===== src/rtl/ifetch_queue.sv =====
// Instruction fetch front-end: owns the PC, keeps up to DEPTH fetches
// in flight and buffers in-order responses for the decode stage.
module ifetch_queue #(
  parameter int          DEPTH    = 4,
  parameter logic [31:0] RESET_PC = 32'h0000_0000
) (
  input  logic        clk,
  input  logic        rst,
  output logic        mem_req_o,
  output logic [31:0] mem_addr_o,
  input  logic        mem_gnt_i,
  input  logic        mem_rvalid_i,
  input  logic [31:0] mem_rdata_i,
  output logic        inst_valid_o,
  output logic [31:0] inst_o,
  output logic [31:0] inst_pc_o,
  input  logic        inst_ready_i,
  input  logic        flush_i,
  input  logic [31:0] flush_pc_i
);

  localparam int CW = $clog2(DEPTH + 1);
  localparam int AW = $clog2(DEPTH);
  localparam int SW = CW + 2;

  logic [31:0]   fetch_pc;
  logic [31:0]   resp_pc;
  logic [31:0]   inst_q [DEPTH];
  logic [31:0]   pc_q   [DEPTH];
  logic [AW-1:0] rd_ptr;
  logic [AW-1:0] wr_ptr;
  logic [CW-1:0] occ;
  logic [CW-1:0] outst;
  logic [CW-1:0] drop;
  logic [SW-1:0] used;

  logic grant;
  logic resp_drop;
  logic resp_push;
  logic resp_any;
  logic pop;

  // Credit covers buffered, in-flight and to-be-discarded words alike
  assign used = SW'(occ) + SW'(outst) + SW'(drop);

  assign mem_req_o  = !rst && !flush_i && (used < SW'(DEPTH));
  assign mem_addr_o = fetch_pc;

  assign grant     = mem_req_o && mem_gnt_i;
  assign resp_drop = mem_rvalid_i && (drop != '0);
  assign resp_push = mem_rvalid_i && (drop == '0) && (outst != '0);
  assign resp_any  = resp_drop || resp_push;

  assign inst_valid_o = (occ != '0);
  assign pop          = inst_valid_o && inst_ready_i;
  assign inst_o       = inst_valid_o ? inst_q[rd_ptr] : '0;
  assign inst_pc_o    = inst_valid_o ? pc_q[rd_ptr] : '0;

  always_ff @(posedge clk) begin
    if (rst) begin
      fetch_pc <= RESET_PC;
      resp_pc  <= RESET_PC;
      rd_ptr   <= '0;
      wr_ptr   <= '0;
      occ      <= '0;
      outst    <= '0;
      drop     <= '0;
    end else if (flush_i) begin
      fetch_pc <= flush_pc_i & ~32'h3;
      resp_pc  <= flush_pc_i & ~32'h3;
      rd_ptr   <= '0;
      wr_ptr   <= '0;
      occ      <= '0;
      outst    <= '0;
      // Every pending response becomes stale; one arriving now is consumed
      drop     <= drop + outst - CW'(resp_any);
    end else begin
      if (grant) begin
        fetch_pc <= fetch_pc + 32'd4;
      end
      if (resp_push) begin
        resp_pc <= resp_pc + 32'd4;
        wr_ptr  <= wr_ptr + AW'(1);
      end
      if (pop) begin
        rd_ptr <= rd_ptr + AW'(1);
      end
      occ   <= occ + CW'(resp_push) - CW'(pop);
      outst <= outst + CW'(grant) - CW'(resp_push);
      drop  <= drop - CW'(resp_drop);
    end
  end

  always_ff @(posedge clk) begin
    if (!rst && !flush_i && resp_push) begin
      inst_q[wr_ptr] <= mem_rdata_i;
      pc_q[wr_ptr]   <= resp_pc;
    end
  end

endmodule

===== config.mk =====
export PLATFORM = sky130hd
export DESIGN_NAME = ifetch_queue
export DESIGN_NICKNAME = d
export VERILOG_FILES = /design/src/rtl/ifetch_queue.sv
export SDC_FILE = /design/constraint.sdc
export NUM_CORES = 1
export LEC_CHECK = 0
export ABC_AREA = 1
export CAP_MARGIN = 20
export CORE_ASPECT_RATIO = 1.4
export CORE_MARGIN = 10
export CORE_UTILIZATION = 25
export CTS_BUF_LIST = sky130_fd_sc_hd__clkbuf_4 sky130_fd_sc_hd__clkbuf_8
export DETAILED_ROUTE_END_ITERATION = 16
export SLEW_MARGIN = 20
export SYNTH_ARGS = -nofsm -noshare
export SYNTH_HDL_FRONTEND = slang
export SYNTH_SLANG_ARGS = --single-unit

===== constraint.sdc =====
create_clock -name clk -period 7.8 [get_ports clk]
set_input_delay 0.78 -clock clk [delete_from_list [all_inputs] [get_ports clk]]
set_output_delay 0.78 -clock clk [all_outputs]
set_load 0.05 [all_outputs]

Yosys cells after proc, flatten, opt, wreduce, memory -nomap -nowiden
Memories as Yosys holds them, arrays and structs flattened. A register that Yosys moved wholly into a read port is not among the register bits.
Cells that the tools add are included.

word-level totals
  register bits after elaboration = 77
  RAM bits = 256
  input bits = 70
  output and inout bits = 98
  word-level logic and storage cells = 56
  memories = 2

memory list
  name    depth  bits a word  read ports  clocked after Yosys merged registers in  wr ports  line  source
  inst_q  4      32           1           1                                        1         28    logic [31:0] inst_q [DEPTH];
  pc_q    4      32           1           1                                        1         29    logic [31:0] pc_q [DEPTH];

operators by class
  add/subtract/negate cells = 13
  magnitude comparators = 1
  mux-type cells = 13
  reductions and logical operators = 18

operators by type and width
  kind                                                                  count
  32-bit 2-to-1 mux                                                     6
  32-bit by 3-bit adder with 32-bit output, second input constant       2
  3-bit by 1-bit subtractor with 3-bit output                           4
  3-bit nonzero test                                                    3
  1-bit logical AND                                                     8
  2-bit 2-to-1 mux                                                      4
  3-bit by 1-bit adder with 3-bit output                                2
  4-bit by 3-bit adder with 5-bit output                                1
  5-bit by 3-bit < comparator with 1-bit output, second input constant  1
  2-bit by 1-bit adder with 2-bit output, second input constant         2
  3-bit by 3-bit adder with 4-bit output                                1
  2-bit nonzero test                                                    2
  3-bit adder                                                           1
  3-bit logical NOT                                                     1
  3-bit 2-to-1 mux                                                      1
  1-bit logical NOT                                                     2
  1-bit 2-to-1 mux                                                      2
  2-bit OR reduction                                                    1
  1-bit logical OR                                                      1

Depth between registers and ports, before layout
  depth in word-level cells = 7
  depth in mapped cells = 18
  gate-level depth less buffers = 17

Worst setup path before layout
OpenSTA, ideal clock, no wires.

  kind = input -> register
  start = input flush_i
  end = memory inst_q[0][0] (enable)
  setup time = 0.482 ns
  data arrival time = 3.933 ns
  required time = 7.318 ns
  slack = 3.385 ns
  stages = 5
  path buffers = 0
  path through = inv_1 > nand2_2 > nor2_4 > inv_1 > nor2_1

on the way
  longest elaborated chain between the ends = 5

RTL lines
  what                                    line  source
  start, declared                         18    input logic flush_i,
  1-bit logical NOT                       95    if (!rst && !flush_i && resp_push) begin
  1-bit logical AND (2 in a row)          95
  1-bit 2-to-1 mux                        95
  1-bit 2-to-1 mux (not written as such)  96    inst_q[wr_ptr] <= mem_rdata_i;
  end, declared                           28

Every way passes these cells.

==> impl_metrics.toml <==
[outcome]
status = "complete, no violations"

[clock_network]
cts_tree = "done"
numCtsBuffers = 52
clk_latency_ns = 0.65
cts.sinks = 323
ctsLongestPathBuffers = 3
htree_num_levels = 2
holdBufCountCts = 0
cts_root_buf = "clkbuf_8"
clkTransAtPathRegs_ns = 0.06
postCtsSetupRepairBufs = 0
post_cts_resized = 0

[synthesis]
netlist_instances = 1542
ys_seq_area_frac = 0.613
ys_warn_count = 0
ys_ff_latch = 323
syn_area_per_cell_um2 = 9.46
synth_area_leaders = "edfxtp_1 51%, dfxtp_1 10%, nor2_1 8.7%"
synth_area_leader_cell = "edfxtp_1"
synth_top_cell_area_share = 0.510
yosysUniqueCellTypes = 35
post_synth_instance_area_mm2 = 0.0146

[detailed_routing]
drc = 0
wl_um = 42900
viasPerCell = 4.60
antenna_left = 0
wl_per_cell_um = 17.2
first_pass_iters = 5
drt_iter0_drc = 748
vias = 11425

[global_routing]
grt_pass1_wl_um = 66000
grt_max_degree = 81
grt_pass1_vias = 11588
grt_antenna_before_repair = 0
grt_use_total = 0.123
overflow = 0

[timing]
fin_crit_sh = 0.609
clock-skew-final_ns = 0.0385
fmax_ghz = 0.211
finalSetupViolations = 0
hold_viol = 0
rsz0062_at_grt = "no"
finalSetupTns_ns = 0
maxSlewHeadroom = 0.290
slew_viol_final = 0
post-route-min-period_ns = 4.75
worst_pin_slew_ns = 1.06

[worst_setup_path]
end_kind = "output pin"
arrival_ns = 3.97
crit_chain = "clkinv_2 -> buf_4 -> o21ai_0 -> a21oi_1 -> clkdlybuf4s50_1"
critical-path-slowest-cell = "dfxtp_4"
crit_type = "reg2out"
ff2ff_path_depth = 14
max_stage_delay_ns = 0.79
critPathLaunchType = "register"
worstPathMaxFanout = 80
crit_required_ns = 7.02

[pwr]
p_leak_nw = 6.36
ir_drop_uv = 90.5
power.density_mw_per_mm2 = 204

[floorplan]
die_height_um = 306
coreArea_mm2 = 0.0576
rows = 104
die-area_mm2 = 0.0686
top_level_ports = 168
initial_utilization = 0.253
fp.dieW_um = 224

[final_layout]
drive_gt1_frac = 0.0666
final_common_cell = "nor2_1"
nets = 1794
nFillCells = 5952
final_cell_count_no_fill = 2485
area_delta_synth_final_pct = 23.4
antenna_cells = 0
final_cell_mix = "336 x nor2_1, 248 x edfxtp_1, 239 x nand2_1"

[placed_design]
place_inst = 2389
numPortBuffers = 161
gp_congestion = 0.863
dpl.hpwl_um = 27500

[hold_path]
hold_depth = 2
hold_class = "reg2reg"

[flow_run]
drv_cap = 0
-- routing by layer --
| metal | global-route usage | up-vias | routed length, um |
|---|---|---|---|
| li1 | - | 5515 | - |
| met1 | 0.142 | 5474 | 17600 |
| met2 | 0.213 | 345 | 21100 |
| met3 | 0.0303 | 91 | 2680 |
| met4 | 0.0496 | 0 | 1530 |
| met5 | 0 | - | 0 |
-- cell usage after synthesis --
cell type	count
nor2_4	3
nand4_1	13
fa_1	6
conb_1	1
a21oi_1	113
o21bai_1	2
nor2_1	340
clkbuf_1	51
edfxtp_1	248
nand3b_1	10
nand3_1	53
inv_2	4
a31oi_1	3
a22o_1	1
buf_1	1
nor2_2	3
o21ai_1	1
dfxtp_1	75
nand2_1	239
nor3_2	1
buf_2	13
inv_1	107
o211ai_1	2
a211oi_2	1
o31ai_1	1
xnor2_1	7
ha_1	17
o21ai_0	172
nor3_1	12
buf_4	6
o21a_1	4
nor4_1	1
a21boi_0	7
xor2_1	23
nand2_2	1
-- area by class of cell --
class                           instances  area, um^2  area share
Clock buffer                           75         895      0.0497
Inverter                              111         418      0.0232
Clock inverter                         21         140     0.00778
Timing Repair Buffer                  173        1700      0.0945
Sequential cell                       323        8950       0.497
Multi-Input combinational cell       1040        4970       0.276
Tap cell                              742         928      0.0516
-- kinds of logic (layout without fill, tap and decap cells) --
kind of cell | Yosys count | in the layout | share of synthesized area
xor gates and xnor gates | 30 | 30 | 0.0180
AOI/OAI and AO/OA | 307 | 307 | 0.109
buffers and inverters | 182 | 380 | 0.0495
other | 1 | 4 | 0.000257
adders and majority gates | 23 | 23 | 0.0228
DFF | 323 | 323 | 0.613
and+or+nand+nor | 676 | 676 | 0.187
-- per-stage QoR --
| stage | utilization | hold slack, ns | area, um^2 | total power, mW | setup WS [ns] |
|---|---|---|---|---|---|
| finish | 0.312 | 0.459 | 18000 | 3.67 | 3.05 |
| global placement | 0.294 | 0.449 | 17000 | 2.23 | 2.74 |
| CTS | 0.312 | 0.467 | 18000 | 3.72 | 2.85 |
| global route | 0.312 | 0.504 | 18000 | 3.83 | 2.64 |
| detailed placement | 0.294 | 0.455 | 17000 | 2.24 | 2.73 |
| floorplan | - | 0.436 | 14600 | 2.11 | 3.39 |
-- flip-flops by register name, summed over array words and instances (netlist names), named ones only --
signal,flops
inst_q,128
pc_q,120
mem_addr_o,30
resp_pc,30
drop,3
occ,3
outst,3
rd_ptr,2
wr_ptr,2
-- worst max-delay path: cells and delay by family, from the launching register on --
| kind | cells | cell delay [ns] |
|---|---|---|
| compound gates | 2 | 0.45 |
| buf+inv | 3 | 2.00 |
| flops | 1 | 0.79 |
-- where the power goes --
group	switching (mW)	total, mW	internal, mW
sequential	0.0437	1.92	1.87
clock	0.686	1.46	0.777
combinational	0.178	0.284	0.106
-- final timing paths --
kind / startpoint / endpoint / slack, ns
max: register / inst_pc_o[7] / 3.05
min: rd_ptr[1] / register / 0.46
max reg2reg: occ[1] / outst[2] / 3.49
min reg2reg: rd_ptr[1] / register / 0.46
Note: power is estimated with default switching activity, not from simulation.
